## src/rtl/bht_sat_predictor_if.sv

```systemverilog
// Predict/update/statistics bundle for the branch history table.
// The requester (fetch / branch resolve) owns the master side; the table is the slave.
interface bht_sat_predictor_if #(
    parameter int PC_BITS   = 9,
    parameter int IDX_BITS  = 4,
    parameter int STAT_BITS = 16
);
    logic                 pred_valid;
    logic [PC_BITS-1:0]   pred_pc;
    logic                 pred_out_valid;
    logic                 pred_taken;
    logic [IDX_BITS-1:0]  pred_idx;

    logic                 upd_valid;
    logic [IDX_BITS-1:0]  upd_idx;
    logic                 upd_taken;
    logic                 upd_pred;

    logic [STAT_BITS-1:0] stat_updates;
    logic [STAT_BITS-1:0] stat_mispred;

    modport master (
        output pred_valid, pred_pc, upd_valid, upd_idx, upd_taken, upd_pred,
        input  pred_out_valid, pred_taken, pred_idx, stat_updates, stat_mispred
    );

    modport slave (
        input  pred_valid, pred_pc, upd_valid, upd_idx, upd_taken, upd_pred,
        output pred_out_valid, pred_taken, pred_idx, stat_updates, stat_mispred
    );
endinterface

```

## src/rtl/bht_sat_predictor.sv

```systemverilog
// Branch history table of saturating counters with bimodal or gshare indexing,
// a one-cycle registered prediction port, a resolve-time update port and statistics.

// One saturating counter; resets/clears to weakly-not-taken.
module bht_sat_ctr #(
    parameter int CTR_BITS = 2
) (
    input  logic                clk,
    input  logic                reset_n,
    input  logic                clear,
    input  logic                upd_en,
    input  logic                upd_taken,
    output logic [CTR_BITS-1:0] ctr
);
    localparam logic [CTR_BITS-1:0] WNT     = CTR_BITS'((1 << (CTR_BITS - 1)) - 1);
    localparam logic [CTR_BITS-1:0] CTR_MAX = '1;

    logic [CTR_BITS-1:0] ctr_q, ctr_d;

    always_comb begin
        ctr_d = ctr_q;
        if (clear) begin
            ctr_d = WNT;
        end else if (upd_en) begin
            if (upd_taken && ctr_q != CTR_MAX)
                ctr_d = ctr_q + CTR_BITS'(1);
            else if (!upd_taken && ctr_q != '0)
                ctr_d = ctr_q - CTR_BITS'(1);
        end
    end

    always_ff @(posedge clk or negedge reset_n) begin
        if (!reset_n) ctr_q <= WNT;
        else          ctr_q <= ctr_d;
    end

    assign ctr = ctr_q;
endmodule

module bht_sat_predictor #(
    parameter int ENTRIES   = 16,
    parameter int CTR_BITS  = 2,
    parameter int PC_BITS   = 9,
    parameter int MODE      = 0,
    parameter int HIST_BITS = 4,
    parameter int STAT_BITS = 16
) (
    input  logic                  clk,
    input  logic                  reset_n,
    input  logic                  clear,
    bht_sat_predictor_if.slave    bus
);
    localparam int IDX_BITS = $clog2(ENTRIES);

    typedef struct packed {
        logic                valid;
        logic [IDX_BITS-1:0] idx;
        logic                taken;
        logic                pred;
    } upd_req_t;

    upd_req_t                           upd_req;
    logic [ENTRIES-1:0][CTR_BITS-1:0]   ctr_all;
    logic [IDX_BITS-1:0]                hist_ext;
    logic [IDX_BITS-1:0]                pred_idx_w;
    logic                               unused_pc;

    logic                  pred_out_valid_q, pred_out_valid_d;
    logic                  pred_taken_q,     pred_taken_d;
    logic [IDX_BITS-1:0]   pred_idx_q,       pred_idx_d;
    logic [HIST_BITS-1:0]  ghr_q,            ghr_d;
    logic [STAT_BITS-1:0]  stat_updates_q,   stat_updates_d;
    logic [STAT_BITS-1:0]  stat_mispred_q,   stat_mispred_d;

    // clear swallows any update presented in the same cycle
    assign upd_req = '{valid: bus.upd_valid & ~clear,
                       idx:   bus.upd_idx,
                       taken: bus.upd_taken,
                       pred:  bus.upd_pred};

    assign unused_pc = ^bus.pred_pc;
    assign hist_ext  = IDX_BITS'(ghr_q);
    assign pred_idx_w = bus.pred_pc[IDX_BITS-1:0] ^ ((MODE == 1) ? hist_ext : '0);

    for (genvar e = 0; e < ENTRIES; e++) begin : g_entry
        bht_sat_ctr #(.CTR_BITS(CTR_BITS)) u_ctr (
            .clk       (clk),
            .reset_n   (reset_n),
            .clear     (clear),
            .upd_en    (upd_req.valid && (upd_req.idx == IDX_BITS'(e))),
            .upd_taken (upd_req.taken),
            .ctr       (ctr_all[e])
        );
    end

    // Prediction reads the registered table and GHR, so a same-cycle update is not seen.
    always_comb begin
        pred_out_valid_d = bus.pred_valid & ~clear;
        pred_taken_d     = pred_taken_q;
        pred_idx_d       = pred_idx_q;
        if (clear) begin
            pred_taken_d = 1'b0;
            pred_idx_d   = '0;
        end else if (bus.pred_valid) begin
            pred_taken_d = ctr_all[pred_idx_w][CTR_BITS-1];
            pred_idx_d   = pred_idx_w;
        end
    end

    always_comb begin
        ghr_d          = ghr_q;
        stat_updates_d = stat_updates_q;
        stat_mispred_d = stat_mispred_q;
        if (clear) begin
            ghr_d          = '0;
            stat_updates_d = '0;
            stat_mispred_d = '0;
        end else if (upd_req.valid) begin
            if (MODE == 1)
                ghr_d = HIST_BITS'({ghr_q, upd_req.taken});
            stat_updates_d = stat_updates_q + STAT_BITS'(1);
            if (upd_req.pred != upd_req.taken)
                stat_mispred_d = stat_mispred_q + STAT_BITS'(1);
        end
    end

    always_ff @(posedge clk or negedge reset_n) begin
        if (!reset_n) begin
            pred_out_valid_q <= 1'b0;
            pred_taken_q     <= 1'b0;
            pred_idx_q       <= '0;
            ghr_q            <= '0;
            stat_updates_q   <= '0;
            stat_mispred_q   <= '0;
        end else begin
            pred_out_valid_q <= pred_out_valid_d;
            pred_taken_q     <= pred_taken_d;
            pred_idx_q       <= pred_idx_d;
            ghr_q            <= ghr_d;
            stat_updates_q   <= stat_updates_d;
            stat_mispred_q   <= stat_mispred_d;
        end
    end

    assign bus.pred_out_valid = pred_out_valid_q;
    assign bus.pred_taken     = pred_taken_q;
    assign bus.pred_idx       = pred_idx_q;
    assign bus.stat_updates   = stat_updates_q;
    assign bus.stat_mispred   = stat_mispred_q;
endmodule

```

## src/flat_wrapper.sv

```systemverilog
// flat-port wrapper written by rule: the top's interface ports become plain ports
module bht_sat_predictor_flat 
#(
    parameter int ENTRIES   = 16,
    parameter int CTR_BITS  = 2,
    parameter int PC_BITS   = 9,
    parameter int MODE      = 0,
    parameter int HIST_BITS = 4,
    parameter int STAT_BITS = 16
)
  (clk, reset_n, clear, bus_pred_valid, bus_pred_pc, bus_upd_valid, bus_upd_idx, bus_upd_taken, bus_upd_pred, bus_pred_out_valid, bus_pred_taken, bus_pred_idx, bus_stat_updates, bus_stat_mispred);
  bht_sat_predictor_if #(.PC_BITS(PC_BITS), .IDX_BITS(4), .STAT_BITS(STAT_BITS)) bus_i ();
  input  logic clk;
  input  logic reset_n;
  input  logic clear;
  input wire logic [$bits(bus_i.pred_valid)-1:0] bus_pred_valid;
  input wire logic [$bits(bus_i.pred_pc)-1:0] bus_pred_pc;
  input wire logic [$bits(bus_i.upd_valid)-1:0] bus_upd_valid;
  input wire logic [$bits(bus_i.upd_idx)-1:0] bus_upd_idx;
  input wire logic [$bits(bus_i.upd_taken)-1:0] bus_upd_taken;
  input wire logic [$bits(bus_i.upd_pred)-1:0] bus_upd_pred;
  output wire logic [$bits(bus_i.pred_out_valid)-1:0] bus_pred_out_valid;
  output wire logic [$bits(bus_i.pred_taken)-1:0] bus_pred_taken;
  output wire logic [$bits(bus_i.pred_idx)-1:0] bus_pred_idx;
  output wire logic [$bits(bus_i.stat_updates)-1:0] bus_stat_updates;
  output wire logic [$bits(bus_i.stat_mispred)-1:0] bus_stat_mispred;
  assign bus_i.pred_valid = bus_pred_valid;
  assign bus_i.pred_pc = bus_pred_pc;
  assign bus_i.upd_valid = bus_upd_valid;
  assign bus_i.upd_idx = bus_upd_idx;
  assign bus_i.upd_taken = bus_upd_taken;
  assign bus_i.upd_pred = bus_upd_pred;
  assign bus_pred_out_valid = bus_i.pred_out_valid;
  assign bus_pred_taken = bus_i.pred_taken;
  assign bus_pred_idx = bus_i.pred_idx;
  assign bus_stat_updates = bus_i.stat_updates;
  assign bus_stat_mispred = bus_i.stat_mispred;
  bht_sat_predictor #(.ENTRIES(ENTRIES), .CTR_BITS(CTR_BITS), .PC_BITS(PC_BITS), .MODE(MODE), .HIST_BITS(HIST_BITS), .STAT_BITS(STAT_BITS)) u_core (.clk(clk), .reset_n(reset_n), .clear(clear), .bus(bus_i));
endmodule
```

## config.mk

```make
export PLATFORM = sky130hd
export DESIGN_NAME = bht_sat_predictor_flat
export DESIGN_NICKNAME = d
export VERILOG_FILES = /design/src/rtl/bht_sat_predictor_if.sv /design/src/rtl/bht_sat_predictor.sv /design/src/flat_wrapper.sv
export SDC_FILE = /design/constraint.sdc
export NUM_CORES = 1
export LEC_CHECK = 0
export CAP_MARGIN = 20
export CORE_UTILIZATION = 54
export DETAILED_ROUTE_END_ITERATION = 16
export GPL_TIMING_DRIVEN = 0
export PLACE_DENSITY = 0.85
export SLEW_MARGIN = 10
export SYNTH_ARGS = -nofsm -noshare
export SYNTH_HDL_FRONTEND = slang
export SYNTH_SLANG_ARGS = --single-unit
```

## constraint.sdc

```tcl
create_clock -name clk -period 1.9 [get_ports clk]
set_input_delay 0.19 -clock clk [delete_from_list [all_inputs] [get_ports clk]]
set_output_delay 0.19 -clock clk [all_outputs]
set_load 0.05 [all_outputs]
```

# --- Word-level counts from Yosys, hierarchy flattened ---
# Cells that the tools add are included.
totals:
  ff_bits: 70
  n_memories: 0
  input_bits: 20
  latch_bits: 0
  out_inout_bits: 38
  rom_bits: 0
  mem_bits_rw: 0
classes:
  mul: 0
  n_reduce_logical: 118
  shift: 0
  eq_ne: 32
  order_cmp: 1
  add_sub_neg: 34
  bitwise_logic: 3
  n_mux: 75
  div: 0
ops:
  columns: ["operator", "count"]
  rows:
  - ["2-bit 2-to-1 mux", 65]
  - ["16-bit 2-to-1 mux", 5]
  - ["2-bit nonzero test", 35]
  - ["1-bit logical AND", 48]
  - ["3-bit nonzero test", 16]
  - ["2-bit AND reduction", 17]
  - ["16-bit by 1-bit adder with 16-bit output (second input constant)", 2]
  - ["2-bit by 1-bit adder with 2-bit output (second input constant)", 16]
  - ["4-bit == test (second input constant)", 8]
  - ["2-bit inequality test (second input constant)", 16]
  - ["2-bit by 1-bit subtractor with 2-bit output (second input constant)", 16]
  - ["4-bit by 3-bit == test with 1-bit output (second input constant)", 4]
  - ["2-bit binary-select mux with 4-bit select", 1]
  - ["4-bit by 2-bit == test with 1-bit output (second input constant)", 2]
  - ["4-bit 2-to-1 mux", 2]
  - ["4-bit by 5-bit < comparator with 1-bit output (second input constant)", 1]
  - ["4-bit by 1-bit == test with 1-bit output (second input constant)", 1]
  - ["4-bit logical NOT", 1]
  - ["1-bit AND", 2]
  - ["1-bit 2-to-1 mux", 2]
  - ["1-bit logical NOT", 1]
  - ["1-bit inequality test", 1]
  - ["1-bit inverter", 1]

# --- Depth between registers and ports, before layout ---
logic_depth:
  word_depth: 6
  depth_mapped: 6

# --- Modules after synthesis ---
# Synthesis repeated with hierarchy kept, for this count alone.
unflattened:
  hier_cells: 420
  hier_area_um2: 4032.6
modules_own_cells:
  columns: ["module", "area_per_inst_um2", "seq_area_each_um2", "n_inst", "cells_per_inst"]
  rows:
  - ["bht_sat_predictor", 2090.8, 950.9, 1, 228]
  - ["bht_sat_ctr", 121.4, 51.3, 16, 12]

# --- Worst setup path before layout ---
# OpenSTA, ideal clock, no wires.
synth_path:
  path_kind: "reg2reg"
  start: "register u_core.stat_updates_q[5], in the netlist u_core.bus.stat_updates[5]"
  end: "register u_core.stat_updates_q[15], in the netlist u_core.bus.stat_updates[15]"
  period_less_slack_ps: 1965
  arrival_time_ps: 1841
  path_buffers: 0
  path_slack_ps: -65
  path_stages_with_launch: 5
  setup_time_ps: 125
  path_cell_list: "dfrtp_1 nand3_1 or3_1 nor3_1 mux2_2"
synth_via:
  elab_chain_cells: 3
synth_lines:
  columns: ["item", "line_no", "text"]
  rows:
  - ["start: declaration", "bht_sat_predictor.sv:72", "logic [STAT_BITS-1:0] stat_updates_q, stat_updates_d;"]
  - ["start signal: assignment", "bht_sat_predictor.sv:140", "stat_updates_q <= stat_updates_d;"]
  - ["16-bit by 1-bit adder with 16-bit output", "bht_sat_predictor.sv:121", "stat_updates_d = stat_updates_q + STAT_BITS'(1);"]
  - ["16-bit 2-to-1 mux", "bht_sat_predictor.sv:118", "end else if (upd_req.valid) begin"]
  - ["16-bit 2-to-1 mux", "bht_sat_predictor.sv:114", "if (clear) begin"]
# Every way passes these cells. The select of a mux whose other input is x is not followed.
# A chain may end at the register's enable or synchronous reset.

# --- Worst setup path in the final report ---
layout_path:
  start: "register u_core.stat_mispred_q[3], in the netlist u_core.bus.stat_mispred[3]"
  end: "output port bus_stat_mispred[3]"
layout_rtl:
  columns: ["item", "line_no", "text"]
  rows:
  - ["start: declaration", "bht_sat_predictor.sv:73", "logic [STAT_BITS-1:0] stat_mispred_q, stat_mispred_d;"]
  - ["start signal: assignment", "bht_sat_predictor.sv:141", "stat_mispred_q <= stat_mispred_d;"]
  - ["end: declaration", "flat_wrapper.sv:26", "output wire logic [$bits(bus_i.stat_mispred)-1:0] bus_stat_mispred;"]
# No word-level cell between the ends.

==> flow_metrics.env <==
export IMPL_cts_sinks=70
export IMPL_drc=1
export IMPL_peakVddDrop_mv=0.408
export IMPL_ys_seq_area_frac=0.470
export IMPL_die_area_sq_mm=0.00731
export IMPL_ys_flop_type="dfrtp_1"
export IMPL_setup_violations=0
export IMPL_syn2layout_area_growth_pct=23.3
export IMPL_p_per_area_mw_per_mm2=765
export IMPL_dpl_cell_area_sq_mm=0.00438
export IMPL_vias_per_cell=6.41
export IMPL_num_nets_final=501
export IMPL_io_buffers=48
export IMPL_dp_hpwl_microns=6720
export IMPL_synth_edf_count=0
export IMPL_root_buffer="clkbuf_8"
export IMPL_maxCapViolCount=0
export IMPL_h_tree_depth=3
export IMPL_grt_pass1_vias=3399
export IMPL_die_x_microns=85.5
export IMPL_synthCells=418
export IMPL_path_buf_inv=1
export IMPL_hold_violations=0
export IMPL_route_final_wire_length_microns=10000
export IMPL_hold_ws_ns=0.227
export IMPL_grt_util_all_layers=0.292
export IMPL_wl_per_cell_microns=17.8
export IMPL_diodes=0
export IMPL_reg2reg_setup_slack_ns=0.16
export IMPL_antenna_found_initial=0
export IMPL_fin_area_sq_mm=0.00465
export IMPL_cp_required_ns=1.71
export IMPL_min_path_type="in -> async"
export IMPL_setup_tns_ns=0
export IMPL_grt_overflow=0
export IMPL_async_reset_ff_frac=1.00
export IMPL_drtIter0Drc=301
export IMPL_dp_cells=547
export IMPL_worstPathMaxFanout=6
export IMPL_ant_nets=0
export IMPL_globalplace_congestion=0.841
export IMPL_clkLatencyLatePin_ns=0.37
export IMPL_finalNonFillerCells=564
export IMPL_crit_arrival_ns=1.67
export IMPL_crit_path_end_kind="output port"
export IMPL_postSynthAreaPerCell_sq_um=9.01
export IMPL_violations="design-rule violations"
export IMPL_slew_headroom=0.504
export IMPL_ios=58
export IMPL_slowest_stage="clkdlybuf4s50_1"
export IMPL_fp_dieH_microns=85.5
export IMPL_post_cts_buffers=0
export IMPL_cts_buffers=9
export IMPL_slew_viol_final=0
export IMPL_fp_row_count=30
export IMPL_clkTransAtPathRegs_ns=0.09
export IMPL_crit_chain="clkdlybuf4s50_1"
export IMPL_syn_num_nets=440
export IMPL_rsz0062_at_grt="no"
export IMPL_ys_types=45
export IMPL_layout_setup_ws_ns=0.0434
export IMPL_p_leak_uw=0.00197
export IMPL_tightest_slew_ns=0.742
export IMPL_status="finished with violations"
export IMPL_grt_pass1_wl_microns=16500
export IMPL_syn_area_sq_mm=0.00377
export IMPL_dp_slack_ns=-0.460
export IMPL_critical_path_top_delay_family="buffers and inverters"
export IMPL_drive_above_1_share=0.118
export IMPL_start_util=0.558
export IMPL_clock_path_buffers=2
export IMPL_crit_path_max_incr_delay_ns=0.84
export IMPL_core_area_sq_mm=0.00676
export IMPL_ys_ff_latch=70
export IMPL_setup_worst_path_start_class="flip-flop"
export IMPL_ys_warn_count=0
export IMPL_dr_pass1_iters=13
export IMPL_num_vias=3616
export IMPL_fmax_ghz=0.539
export IMPL_path_class="reg -> out"
export IMPL_cts_tree="done"
export IMPL_fin_worst_skew_ns=0.0130
export IMPL_grt_max_degree=55
export IMPL_fin_crit_sh=0.977
export IMPL_min_period_ns=1.86
## report_power, final
part,switching (uW),internal (uW)
logic,282,154
registers,63.4,1550
clock network,593,911
## area by class of cell
cell class                      instances  area [sq um]
Inverter                                3          11.3
Sequential cell                        70          1780
Multi-Input combinational cell        322          1900
Clock buffer                           11           141
Buffer                                 23          95.1
Clock inverter                          5           106
Timing Repair Buffer                   50           518
Tap cell                               80           100
Fill cell                             514          2110
## state kept, by name (all words and copies together) (netlist names)
name / count
u_core.bus.pred_idx: 4
u_core.bus.stat_mispred: 16
u_core.bus.pred_taken: 1
u_core.g_entry.u_ctr.ctr: 32
u_core.bus.stat_updates: 16
u_core.bus.pred_out_valid: 1
## what timing repair did
| item | CTS | global route |
|---|---|---|
| endpoints found under the setup margin | 26 | 15 |
| hold buffers | 1 | 0 |
| hold endpoints to repair | 16 | 0 |
| gates resized for setup | 3 | 8 |
## layer usage
layer | vias up | wire length [microns] | GRT usage
met5 | - | 0 | 0
met4 | 0 | 299 | 0.155
met3 | 31 | 771 | 0.0722
met2 | 179 | 4710 | 0.450
met1 | 1764 | 4230 | 0.383
li1 | 1642 | - | -
## Yosys cell counts, types with 2 or more instances
cell	number	area [sq um]
nor2b_1	7	43.8
mux2_2	2	22.5
dfrtp_1	54	1350
a31oi_1	2	12.5
nor2_1	30	113
a41o_1	2	20.0
nor4_1	3	18.8
buf_1	2	7.51
or2_2	4	25.0
a21oi_1	23	115
and4_1	4	35.0
xor2_1	11	96.3
nand4_1	9	56.3
or3_1	4	25.0
clkbuf_1	20	75.1
and3_1	15	93.8
mux2i_1	9	90.1
a211oi_1	3	22.5
nand3_1	19	95.1
o41ai_1	4	35.0
o311ai_0	4	35.0
mux4_2	2	45.0
nand2_1	74	278
nand3b_1	2	15.0
inv_1	3	11.3
nor3_1	3	15.0
xnor2_1	5	43.8
ha_1	2	25.0
a211o_1	3	26.3
dfstp_2	16	420
o211ai_1	14	105
o31ai_1	5	37.5
o21ai_0	43	215
or4_1	4	30.0
## cell usage in the layout, fill, tap and decap left out, drive strengths merged, types with 2 or more instances in the layout
cell	synthesis	routed
a211o	3	3
a211oi	3	3
a21oi	24	24
a31oi	2	2
a41o	2	2
and3	15	15
and4	4	4
buf	3	5
bufinv	0	3
clkbuf	20	31
clkdlybuf4s50	0	46
dfrtp	54	54
dfstp	16	16
ha	2	2
inv	3	3
mux2	2	2
mux2i	9	9
mux4	2	2
nand2	74	74
nand3	20	20
nand3b	2	2
nand4	9	9
nor2	30	30
nor2b	7	7
nor3	3	3
nor4	3	3
o211ai	14	14
o21ai	43	43
o311ai	4	4
o31ai	5	5
o41ai	4	4
or2	4	4
or3	4	4
or4	4	4
xnor2	5	5
xor2	12	12
## cells by family (layout without fill, tap and decap cells)
kind of cell | Yosys count | after routing | synth area share
simple gates | 185 | 185 | 0.243
compound gates | 105 | 105 | 0.170
flops | 70 | 70 | 0.470
buf+inv | 26 | 92 | 0.0262
xor+xnor | 17 | 17 | 0.0415
mux | 13 | 13 | 0.0418
fa+ha+maj | 2 | 2 | 0.00664
## metrics by stage
step / util / power [uW]
2_1_floorplan: - / 1880
3_3_place_gp: 0.644 / 2040
3_5_place_dp: 0.648 / 2060
6_report: 0.688 / 3550
5_1_grt: 0.688 / 3680
4_1_cts: 0.687 / 3550
## final timing paths
path | from | to | depth (start not counted)
min in group clk | bus_pred_valid | u_core.bus.pred_out_valid | 2
max in group asynchronous | reset_n | u_core.g_entry[6].u_ctr.ctr[0] | 3
max | u_core.bus.stat_mispred[3] | bus_stat_mispred[3] | 1
min | reset_n | u_core.bus.stat_mispred[9] | 2
max reg2reg | u_core.bus.stat_updates[4] | u_core.bus.stat_updates[15] | 4
min reg2reg | u_core.g_entry[0].u_ctr.ctr[0] | u_core.g_entry[0].u_ctr.ctr[0] | 2
Power figures use the tool's default switching activity.
